<file path="src/rtl/pc_pkg.sv">
// Shared constants and next-PC select encoding for the program-counter generator.
// Latency: none (types and constants only).
// Backpressure: not applicable.
package pc_pkg;

    localparam int          PC_WIDTH     = 32;
    localparam logic [31:0] PC_RESET_VEC = 32'h0000_0000;
    localparam int          PC_INC       = 4;
    localparam int          PC_RAS_DEPTH = 4;

    // Source of the next PC, listed from highest to lowest priority
    typedef enum logic [1:0] {
        SEL_EXC,
        SEL_REDIR,
        SEL_RET,
        SEL_SEQ
    } pc_sel_e;

endpackage

</file>
<file path="src/rtl/pc_ras.sv">
// Circular return-address stack: push, pop, same-cycle replace-top, and flush.
// Latency: updates on the posedge after the request; top is a combinational read.
// Backpressure: none; a push when full overwrites the oldest entry, a pop when empty is dropped.
module pc_ras
    import pc_pkg::*;
#(
    parameter int WIDTH = PC_WIDTH,
    parameter int DEPTH = PC_RAS_DEPTH,
    localparam int PW   = $clog2(DEPTH),
    localparam int CW   = PW + 1
) (
    input  logic             clock,
    input  logic             resetn,
    input  logic             push,
    input  logic             pop,
    input  logic             flush,
    input  logic [WIDTH-1:0] push_data,
    output logic [WIDTH-1:0] top,
    output logic [CW-1:0]    count,
    output logic             empty,
    output logic             full
);

    logic [WIDTH-1:0] mem [DEPTH];
    logic [PW-1:0]    sp;

    // A simultaneous push and pop on a non-empty stack rewrites the top in place
    logic replace;
    assign replace = push & pop & ~empty;

    assign empty = (count == '0);
    assign full  = (count == CW'(DEPTH));
    assign top   = mem[sp];

    // Stack pointer and occupancy; sp wraps so a push when full lands on the oldest slot
    always_ff @(posedge clock or negedge resetn) begin
        if (!resetn) begin
            sp    <= '0;
            count <= '0;
        end else if (flush) begin
            count <= '0;
        end else if (replace) begin
            count <= count;
        end else if (push) begin
            sp <= sp + PW'(1);
            if (!full) begin
                count <= count + CW'(1);
            end
        end else if (pop && !empty) begin
            sp    <= sp - PW'(1);
            count <= count - CW'(1);
        end
    end

    // Entry storage; contents are only meaningful below count, so no reset is needed
    always_ff @(posedge clock) begin
        if (!flush && push) begin
            if (replace) begin
                mem[sp] <= push_data;
            end else begin
                mem[sp + PW'(1)] <= push_data;
            end
        end
    end

endmodule

</file>
<file path="src/rtl/pc_gen.sv">
// Program-counter generator: exception > redirect > return > sequential, optional RAS (PC_GEN_RAS_EN).
// Latency: pc_next is combinational; pc, RAS and flags update on the following posedge.
// Backpressure: pc_write=0 stalls (pc, RAS held) unless exc_valid forces the trap vector.
module pc_gen
    import pc_pkg::*;
#(
    parameter int               WIDTH     = PC_WIDTH,
    parameter logic [WIDTH-1:0] RESET_VEC = WIDTH'(PC_RESET_VEC),
    parameter int               INC       = PC_INC,
    parameter int               RAS_DEPTH = PC_RAS_DEPTH
) (
    input  logic             clock,
    input  logic             resetn,
    input  logic             pc_write,
    input  logic             redirect_valid,
    input  logic [WIDTH-1:0] redirect_target,
    input  logic             call,
    input  logic             ret,
    input  logic             exc_valid,
    input  logic [WIDTH-1:0] exc_vector,
    output logic [WIDTH-1:0] pc,
    output logic [WIDTH-1:0] pc_next,
    output logic             ras_empty,
    output logic             ras_full,
    output logic             ras_ovf,
    output logic             ras_unf
);

    logic [WIDTH-1:0] pc_seq;
    logic [WIDTH-1:0] ras_top;
    logic             ret_hit;
    logic             advance;
    pc_sel_e          sel;

    // Sequential successor wraps modulo 2^WIDTH by construction
    assign pc_seq  = pc + WIDTH'(INC);
    assign advance = exc_valid | pc_write;

`ifdef PC_GEN_RAS_EN
    localparam int CW = $clog2(RAS_DEPTH) + 1;

    logic          take;
    logic          ras_push;
    logic          ras_pop;
    logic [CW-1:0] unused_ras_count;

    // Call/ret only act on an unstalled, non-trapping cycle; a trap flushes the stack
    assign take     = pc_write & ~exc_valid;
    assign ras_push = take & redirect_valid & call;
    assign ras_pop  = take & ret;
    assign ret_hit  = ret & ~ras_empty;

    pc_ras #(
        .WIDTH (WIDTH),
        .DEPTH (RAS_DEPTH)
    ) u_ras (
        .clock     (clock),
        .resetn    (resetn),
        .push      (ras_push),
        .pop       (ras_pop),
        .flush     (exc_valid),
        .push_data (pc_seq),
        .top       (ras_top),
        .count     (unused_ras_count),
        .empty     (ras_empty),
        .full      (ras_full)
    );

    // Sticky overflow/underflow; a same-cycle push+pop is a replace and sets neither
    always_ff @(posedge clock or negedge resetn) begin
        if (!resetn) begin
            ras_ovf <= 1'b0;
            ras_unf <= 1'b0;
        end else begin
            if (ras_push && !ras_pop && ras_full) begin
                ras_ovf <= 1'b1;
            end
            if (ras_pop && !ras_push && ras_empty) begin
                ras_unf <= 1'b1;
            end
        end
    end
`else
    logic unused_ras_inputs;

    // Without a stack, ret falls through to sequential and call is a plain redirect
    assign ras_top           = '0;
    assign ret_hit           = 1'b0;
    assign ras_empty         = 1'b1;
    assign ras_full          = 1'b0;
    assign ras_ovf           = 1'b0;
    assign ras_unf           = 1'b0;
    assign unused_ras_inputs = call ^ ret ^ (RAS_DEPTH < 2);
`endif

    // Priority select of the next-PC source; an empty-stack return falls to sequential
    always_comb begin
        sel = SEL_SEQ;
        if (exc_valid) begin
            sel = SEL_EXC;
        end else if (redirect_valid) begin
            sel = SEL_REDIR;
        end else if (ret_hit) begin
            sel = SEL_RET;
        end
    end

    // Next-PC mux; a stall without a trap holds the current value
    always_comb begin
        pc_next = pc;
        if (advance) begin
            unique case (sel)
                SEL_EXC:   pc_next = exc_vector;
                SEL_REDIR: pc_next = redirect_target;
                SEL_RET:   pc_next = ras_top;
                default:   pc_next = pc_seq;
            endcase
        end
    end

    // PC register
    always_ff @(posedge clock or negedge resetn) begin
        if (!resetn) begin
            pc <= RESET_VEC;
        end else begin
            pc <= pc_next;
        end
    end

endmodule

</file>
<file path="config.mk">
export PLATFORM = sky130hd
export DESIGN_NAME = pc_gen
export DESIGN_NICKNAME = d
export VERILOG_FILES = /design/src/rtl/pc_pkg.sv /design/src/rtl/pc_ras.sv /design/src/rtl/pc_gen.sv
export SDC_FILE = /design/constraint.sdc
export NUM_CORES = 1
export LEC_CHECK = 0
export BUFFER_PORTS_ARGS = -buffer_cell sky130_fd_sc_hd__buf_2
export CORE_UTILIZATION = 30
export CTS_CLUSTER_DIAMETER = 80
export DETAILED_ROUTE_END_ITERATION = 16
export GPL_ROUTABILITY_DRIVEN = 0
export SYNTH_ARGS = -nofsm -noshare
export SYNTH_HDL_FRONTEND = slang
export SYNTH_SLANG_ARGS = --single-unit
export TNS_END_PERCENT = 5
</file>
<file path="constraint.sdc">
create_clock -name clock -period 4.7 [get_ports clock]
set_clock_uncertainty 0.1 [all_clocks]
set_input_delay 0.235 -clock clock [delete_from_list [all_inputs] [get_ports clock]]
set_output_delay 0.235 -clock clock [all_outputs]
set_load 0.01 [all_outputs]
</file>
==> impl_metrics.yaml, run 1 <==
outcome:
  status: "complete, no violations"
worst_setup_path:
  end_kind: "output pin"
  cp-startpoint: "pc[2]"
  cp-start-kind: "register"
  r2r-end: "pc[23]"
  r2r_slack_ns: 2.52
  worstPathRequired_ns: 4.37
  crit_family: "simple AND/OR/NAND/NOR gates"
  arrival_ns: 2.41
  crit_fanout: 10
  max_stage_delay_ns: 0.47
  crit_chain: "ha_1 -> nand3_2 -> nor3_4 -> and3_1 -> o21ai_1 -> a21oi_1 -> buf_2"
  worst-path-buf-inv: 1
  crit_type: "register to output pin"
  cp-endpoint: "pc_next[24]"
  reg2reg_depth: 5
  r2r_start: "pc[6]"
  path_depth: 7
  cp_slowest_cell: "dfrtp_1"
sta:
  fin_tns_setup_ns: 0
  fmax_ghz: 0.364
  report.final.slew_viol_count: 0
  worst_pin_slew_ns: 0.799
  hold_viol_final: 0
  period_share_pct: 58.4
  fin_ws_ns: 1.96
  rsz0062_at_grt: "false"
  slew_headroom_pct: 46.7
  finalSetupViolCount: 0
  finalCriticalPeriod_ns: 2.74
layout:
  regMostFlops: "pc"
  insertedDiodeCount: 0
  nets: 504
  area_growth_pct: 31.6
  drive_above_1_share_pct: 36.3
  final_area_sq_um: 3240
  fin_util_pct: 41.3
  multi_input_area_sq_um: 1510
  final-seq-area_sq_um: 801
  largest_register_ff_count: 32
  fillers: 861
  largestRegisters: "pc x32"
detailed_routing:
  avgRoutedWirePerCell_um: 16.2
  wl_mm: 8.66
  vias: 2857
  antenna_left: 0
  drt_pre_antenna_iters: 4
  drc: 0
  avgViaCountPerCell: 5.34
  drtIter0Drc: 91
worst_hold_path:
  hold_path.class: "input port to register"
pwr:
  intPower_uw: 556
  power.switching_uw: 328
  switching_share_pct: 37.1
  power_density_nw_per_um2: 273
  pwr-share-seq_pct: 41.3
  power.share.clock_pct: 25.4
  ir_drop_mv: 0.107
  comb_power_share_pct: 33.3
  p_leak_nw: 1.54
synth:
  yosysSeqAreaShare_pct: 32.5
  synth.area.top_cells: "dfrtp_1 33%, nand2_1 6.9%, o21ai_0 6.3%"
  synth_edf_count: 0
  synth_top_area_cell: "dfrtp_1"
  yosysWarnings: 0
  syn-instance-count: 313
  avgSynthCellArea_sq_um: 7.86
  ys_async_sr_fraction_pct: 100
  yosysMostFrequentCell: "nand2_1"
  synth_common_cells: "45 x nand2_1, 32 x dfrtp_1, 31 x o21ai_0"
  synth_area_sq_um: 2460
  synth.top_cell.area_share_pct: 32.5
  synthDistinctLibCells: 56
  synth_flop_cell: "dfrtp_1"
  ys_ff_latch: 32
clock_tree:
  worstSkewPairLatency_ns: 0.28
  cts_buffers: 5
  post_cts_buffers: 0
  clkTransAtPathRegs_ns: 0.07
  cts_sinks: 32
  cts.repair.resized: 0
  clock_path_buffers: 2
  htreeDepth: 2
  root_buffer: "clkbuf_8"
  tritoncts: "done"
die:
  chipWidth_um: 92.6
  initial_core_util_pct: 31.4
  die_height_um: 92.6
  core.rowCount: 32
  die_area_sq_um: 8570
  num_io_pins: 139
  coreArea_sq_um: 7850
placed_design:
  place_area_sq_um: 3140
  port-buffer-count: 132
  dpl_worst_slack_ns: 2.21
  dp_hpwl_mm: 6.17
grt:
  grtUsageTotal_pct: 20.4
  grt_pass1_vias: 2634
  grt_overflow: 0
  grt_start_max_net_pins: 37
  antenna_found_initial: 0
  grt_pass1_wl_mm: 13.5
run:
  maxCapViolCount: 0
-- cell families (layout without fill, tap and decap cells) --
kind of cell	after synthesis	after routing	share of synthesized area, %
flops	32	32	32.5
mux	5	5	2.03
other cells	2	4	0.305
compound gates	104	104	27.7
fa+ha+maj	1	1	0.508
buf+inv	32	150	6.46
simple gates	137	137	30.5
-- layer usage --
layer / global-route usage, % / routed length, um / vias to the layer above
met3: 4.19 / 574 / 2
met2: 33.8 / 4030 / 119
met1: 27.1 / 4020 / 1334
met5: 0 / 0 / -
li1: - / - / 1402
met4: 4.69 / 38 / 0
-- metrics by stage --
step,power (mW),cells,hold WS (ns)
final,0.884,535,0.0907
after global routing,0.940,535,0.0814
after CTS,0.894,535,0.0805
after detailed placement,0.665,526,0.269
after global placement,0.659,526,0.270
after floorplan,0.525,315,-0.161
-- worst min path at each step --
stage / from / endpoint / cells past startpoint
5_1_grt: exc_vector[6] / pc[6] / 3
4_1_cts: exc_vector[6] / pc[6] / 3
3_5_place_dp: resetn / pc[28] / 1
6_report: exc_vector[6] / pc[6] / 3
2_1_floorplan: resetn / pc[0] / 0
3_3_place_gp: resetn / pc[28] / 1
-- power groups by stage --
stage | registers, mW | clock network, mW | logic, mW
floorplan | 0.374 | 0 | 0.151
global placement | 0.367 | 0 | 0.293
detailed placement | 0.369 | 0 | 0.296
CTS | 0.364 | 0.233 | 0.298
global route | 0.372 | 0.242 | 0.326
finish | 0.365 | 0.225 | 0.294
-- final cells by class --
cell class	count	area share, %
inverters	7	0.811
repair buffers	135	21.2
well taps	102	3.94
clock buffers	8	2.78
flip-flops and latches	32	24.7
multi-input cells	251	46.6
-- placed cells by master (no fill, tap or decap), types with 3 or more instances in the layout --
cell type  instances
dfrtp_1           32
clkbuf_8           6
o221ai_1           3
nand2_1           45
and3_1            11
a21oi_1           22
buf_2            132
o21ai_1            3
nor3_1             8
mux2i_1            5
a31oi_1           10
a311oi_1           3
nor2_1            20
nand3_2            3
inv_1              6
o21ai_0           31
conb_1             4
a2bb2oi_1          4
nand4_1            5
nor2b_1            4
a22oi_1            4
nand3_1           21
nor3_4             3
-- worst reg2reg max path: stages, from the launching register on --
cell and delay, ns:
dfrtp_1 0.52, nand4_4 0.22, nor3_4 0.58, and2_4 0.30, a21o_1 0.11, o2bb2a_1 0.23
-- timing repair --
action                                  4_1_cts  5_1_grt
endpoints found under the setup margin        0        0
endpoints found under the hold margin        32        0
hold buffers                                  1        0
(Power assumes the default switching activity.)
==> inputs of run 2 (changes only) <==
==> constraint.sdc (replaced) <==
create_clock -name clock -period 2.5 [get_ports clock]
set_clock_uncertainty 0.1 [all_clocks]
set_input_delay 0.125 -clock clock [delete_from_list [all_inputs] [get_ports clock]]
set_output_delay 0.125 -clock clock [all_outputs]
set_load 0.01 [all_outputs]
==> run 2 against run 1 <==
Compared with the run above:
- clock power is 73% higher
- critical path depth stayed put
- design area is 5.1% higher
- count of clock-buffer cells in the layout is 2 lower
- die area stayed put
- worst hold slack worse by 0.080 ns
- sequential power is 88% higher
- worst setup slack worse by 1.8 ns
- flip-flop and latch count stayed put
- first-iteration DRC count is 110% higher
- register-to-register slack worse by 1.9 ns
- highest routed layer unchanged
==> impl_metrics.yaml, run 2 (same netlist as run 1, synthesis figures left out) <==
sta:
  fmax_ghz: 0.429
  finalCriticalPeriod_ns: 2.33
  period_share_pct: 93.3
  worst_pin_slew_ns: 0.791
  hold_viol_final: 0
  slew_headroom_pct: 47.3
  fin_tns_setup_ns: 0
  rsz0062_at_grt: "false"
  finalSetupViolCount: 0
  report.final.slew_viol_count: 0
pwr:
  switching_share_pct: 37.8
  intPower_mw: 1.03
  p_leak_nw: 1.62
  power_density_nw_per_um2: 487
  power.share.clock_pct: 23.5
  power.switching_uw: 625
  ir_drop_mv: 0.196
  comb_power_share_pct: 35.0
  pwr-share-seq_pct: 41.5
  power_mw: 1.66
worst_setup_path:
  max_stage_delay_ns: 0.46
  crit_fanout: 12
  cp_slowest_cell: "dfrtp_2"
  crit_type: "register to output pin"
  crit_chain: "nand4_4 -> nor3_4 -> buf_4 -> and2_4 -> a311oi_1 -> nor3_1 -> buf_2"
  worst-path-buf-inv: 2
  crit_family: "simple AND/OR/NAND/NOR gates"
  cp-start-kind: "register"
  worstPathRequired_ns: 2.28
  end_kind: "output pin"
  arrival_ns: 2.11
clock_tree:
  worstSkewPairLatency_ns: 0.29
  tritoncts: "done"
  post_cts_buffers: 0
  clock_path_buffers: 2
  cts_sinks: 32
  root_buffer: "clkbuf_8"
  cts_buffers: 5
  clkTransAtPathRegs_ns: 0.07
  htreeDepth: 2
detailed_routing:
  drt_pre_antenna_iters: 4
  antenna_left: 0
  wl_mm: 8.55
  drc: 0
  avgViaCountPerCell: 5.29
  drtIter0Drc: 188
  vias: 2909
  avgRoutedWirePerCell_um: 15.6
die:
  die_area_sq_um: 8570
  coreArea_sq_um: 7850
  num_io_pins: 139
  chipWidth_um: 92.6
  die_height_um: 92.6
  initial_core_util_pct: 31.4
  core.rowCount: 32
worst_hold_path:
  hold_path.class: "input port to register"
placed_design:
  dp_hpwl_mm: 6.21
  port-buffer-count: 132
layout:
  fillers: 813
  layout_common_cells: "132 x buf_2, 45 x nand2_1, 31 x o21ai_0, 27 x dfrtp_1, 22 x a21oi_1"
  largest_register_ff_count: 32
  nets: 520
  largestRegisters: "pc x32"
  insertedDiodeCount: 0
  final_common_cell: "buf_2"
  drive_above_1_share_pct: 38.4
  area_growth_pct: 38.3
  regMostFlops: "pc"
grt:
  grt_overflow: 0
  grt_pass1_wl_mm: 13.2
  grtUsageTotal_pct: 19.8
  grt_start_max_net_pins: 33
  grt_pass1_vias: 2581
  antenna_found_initial: 0
outcome:
  status: "complete, no violations"
run:
  maxCapViolCount: 0
[run 2: changes by cell type in the layout (fill, tap and decap cells not counted), sizes merged]
cell | previous run | this run
buf | 134 | 142
clkinv | 0 | 1
clkbuf | 8 | 6
dlygate4sd3 | 1 | 9
[run 2: area by class of cell]
cell class	instances	area (sq um)	area share, %
inverters	7	26.3	0.772
multi-input cells	251	1540	45.2
clock buffers	6	72.6	2.13
clock inverters	1	5.00	0.147
flip-flops and latches	32	807	23.7
repair buffers	151	826	24.3
well taps	102	128	3.75
[run 2: power by group through the flow]
stage	logic (mW)	registers [mW]	clock network, mW
4_1_cts	0.582	0.681	0.403
5_1_grt	0.638	0.701	0.423
3_5_place_dp	0.568	0.690	0
3_3_place_gp	0.563	0.686	0
6_report	0.580	0.687	0.390
2_1_floorplan	0.284	0.703	0
[run 2: final timing paths]
| check | startpoint | end | cells after the start | slack (ns) |
|---|---|---|---|---|
| setup / recovery | pc[6] | pc_next[25] | 7 | 0.17 |
| max in group asynchronous | resetn | pc[3] | 2 | 1.36 |
| hold reg to reg | pc[11] | pc[11] | 1 | 0.45 |
| min in group asynchronous | resetn | pc[27] | 2 | 0.38 |
| setup reg to reg | pc[6] | pc[23] | 6 | 0.61 |
| hold / removal | exc_vector[18] | pc[18] | 3 | 0.01 |
[run 2: repair_timing]
action,4_1_cts,5_1_grt
endpoints found under the hold margin,40,0
pin swaps,0,1
endpoints found under the setup margin,3,17
hold buffers,9,0
resized for setup,3,7
[run 2: per-stage QoR]
stage,utilization [%],instances,cell area [sq um],setup WS [ns],hold slack [ns]
global route,43.4,550,3400,0.00135,0.0182
finish,43.4,550,3400,0.167,0.0110
global placement,40.8,534,3200,0.314,0.155
detailed placement,40.8,534,3200,0.291,0.173
CTS,43.1,550,3380,0.0137,0.00743
floorplan,-,315,2470,0.502,-0.271
[run 2: worst min-delay path, delay by kind of cell]
family | cells | cell delay [ns]
AOI/OAI and AO/OA | 2 | 0.15
buffers and inverters | 1 | 0.08
[run 2: layer usage]
metal,vias up,part of all wire (%),GRT usage (%)
li1,1424,-,-
met4,0,0.69,4.17
met2,124,47,32.3
met5,-,0,0
met3,4,6.9,3.53
met1,1357,46,27.2
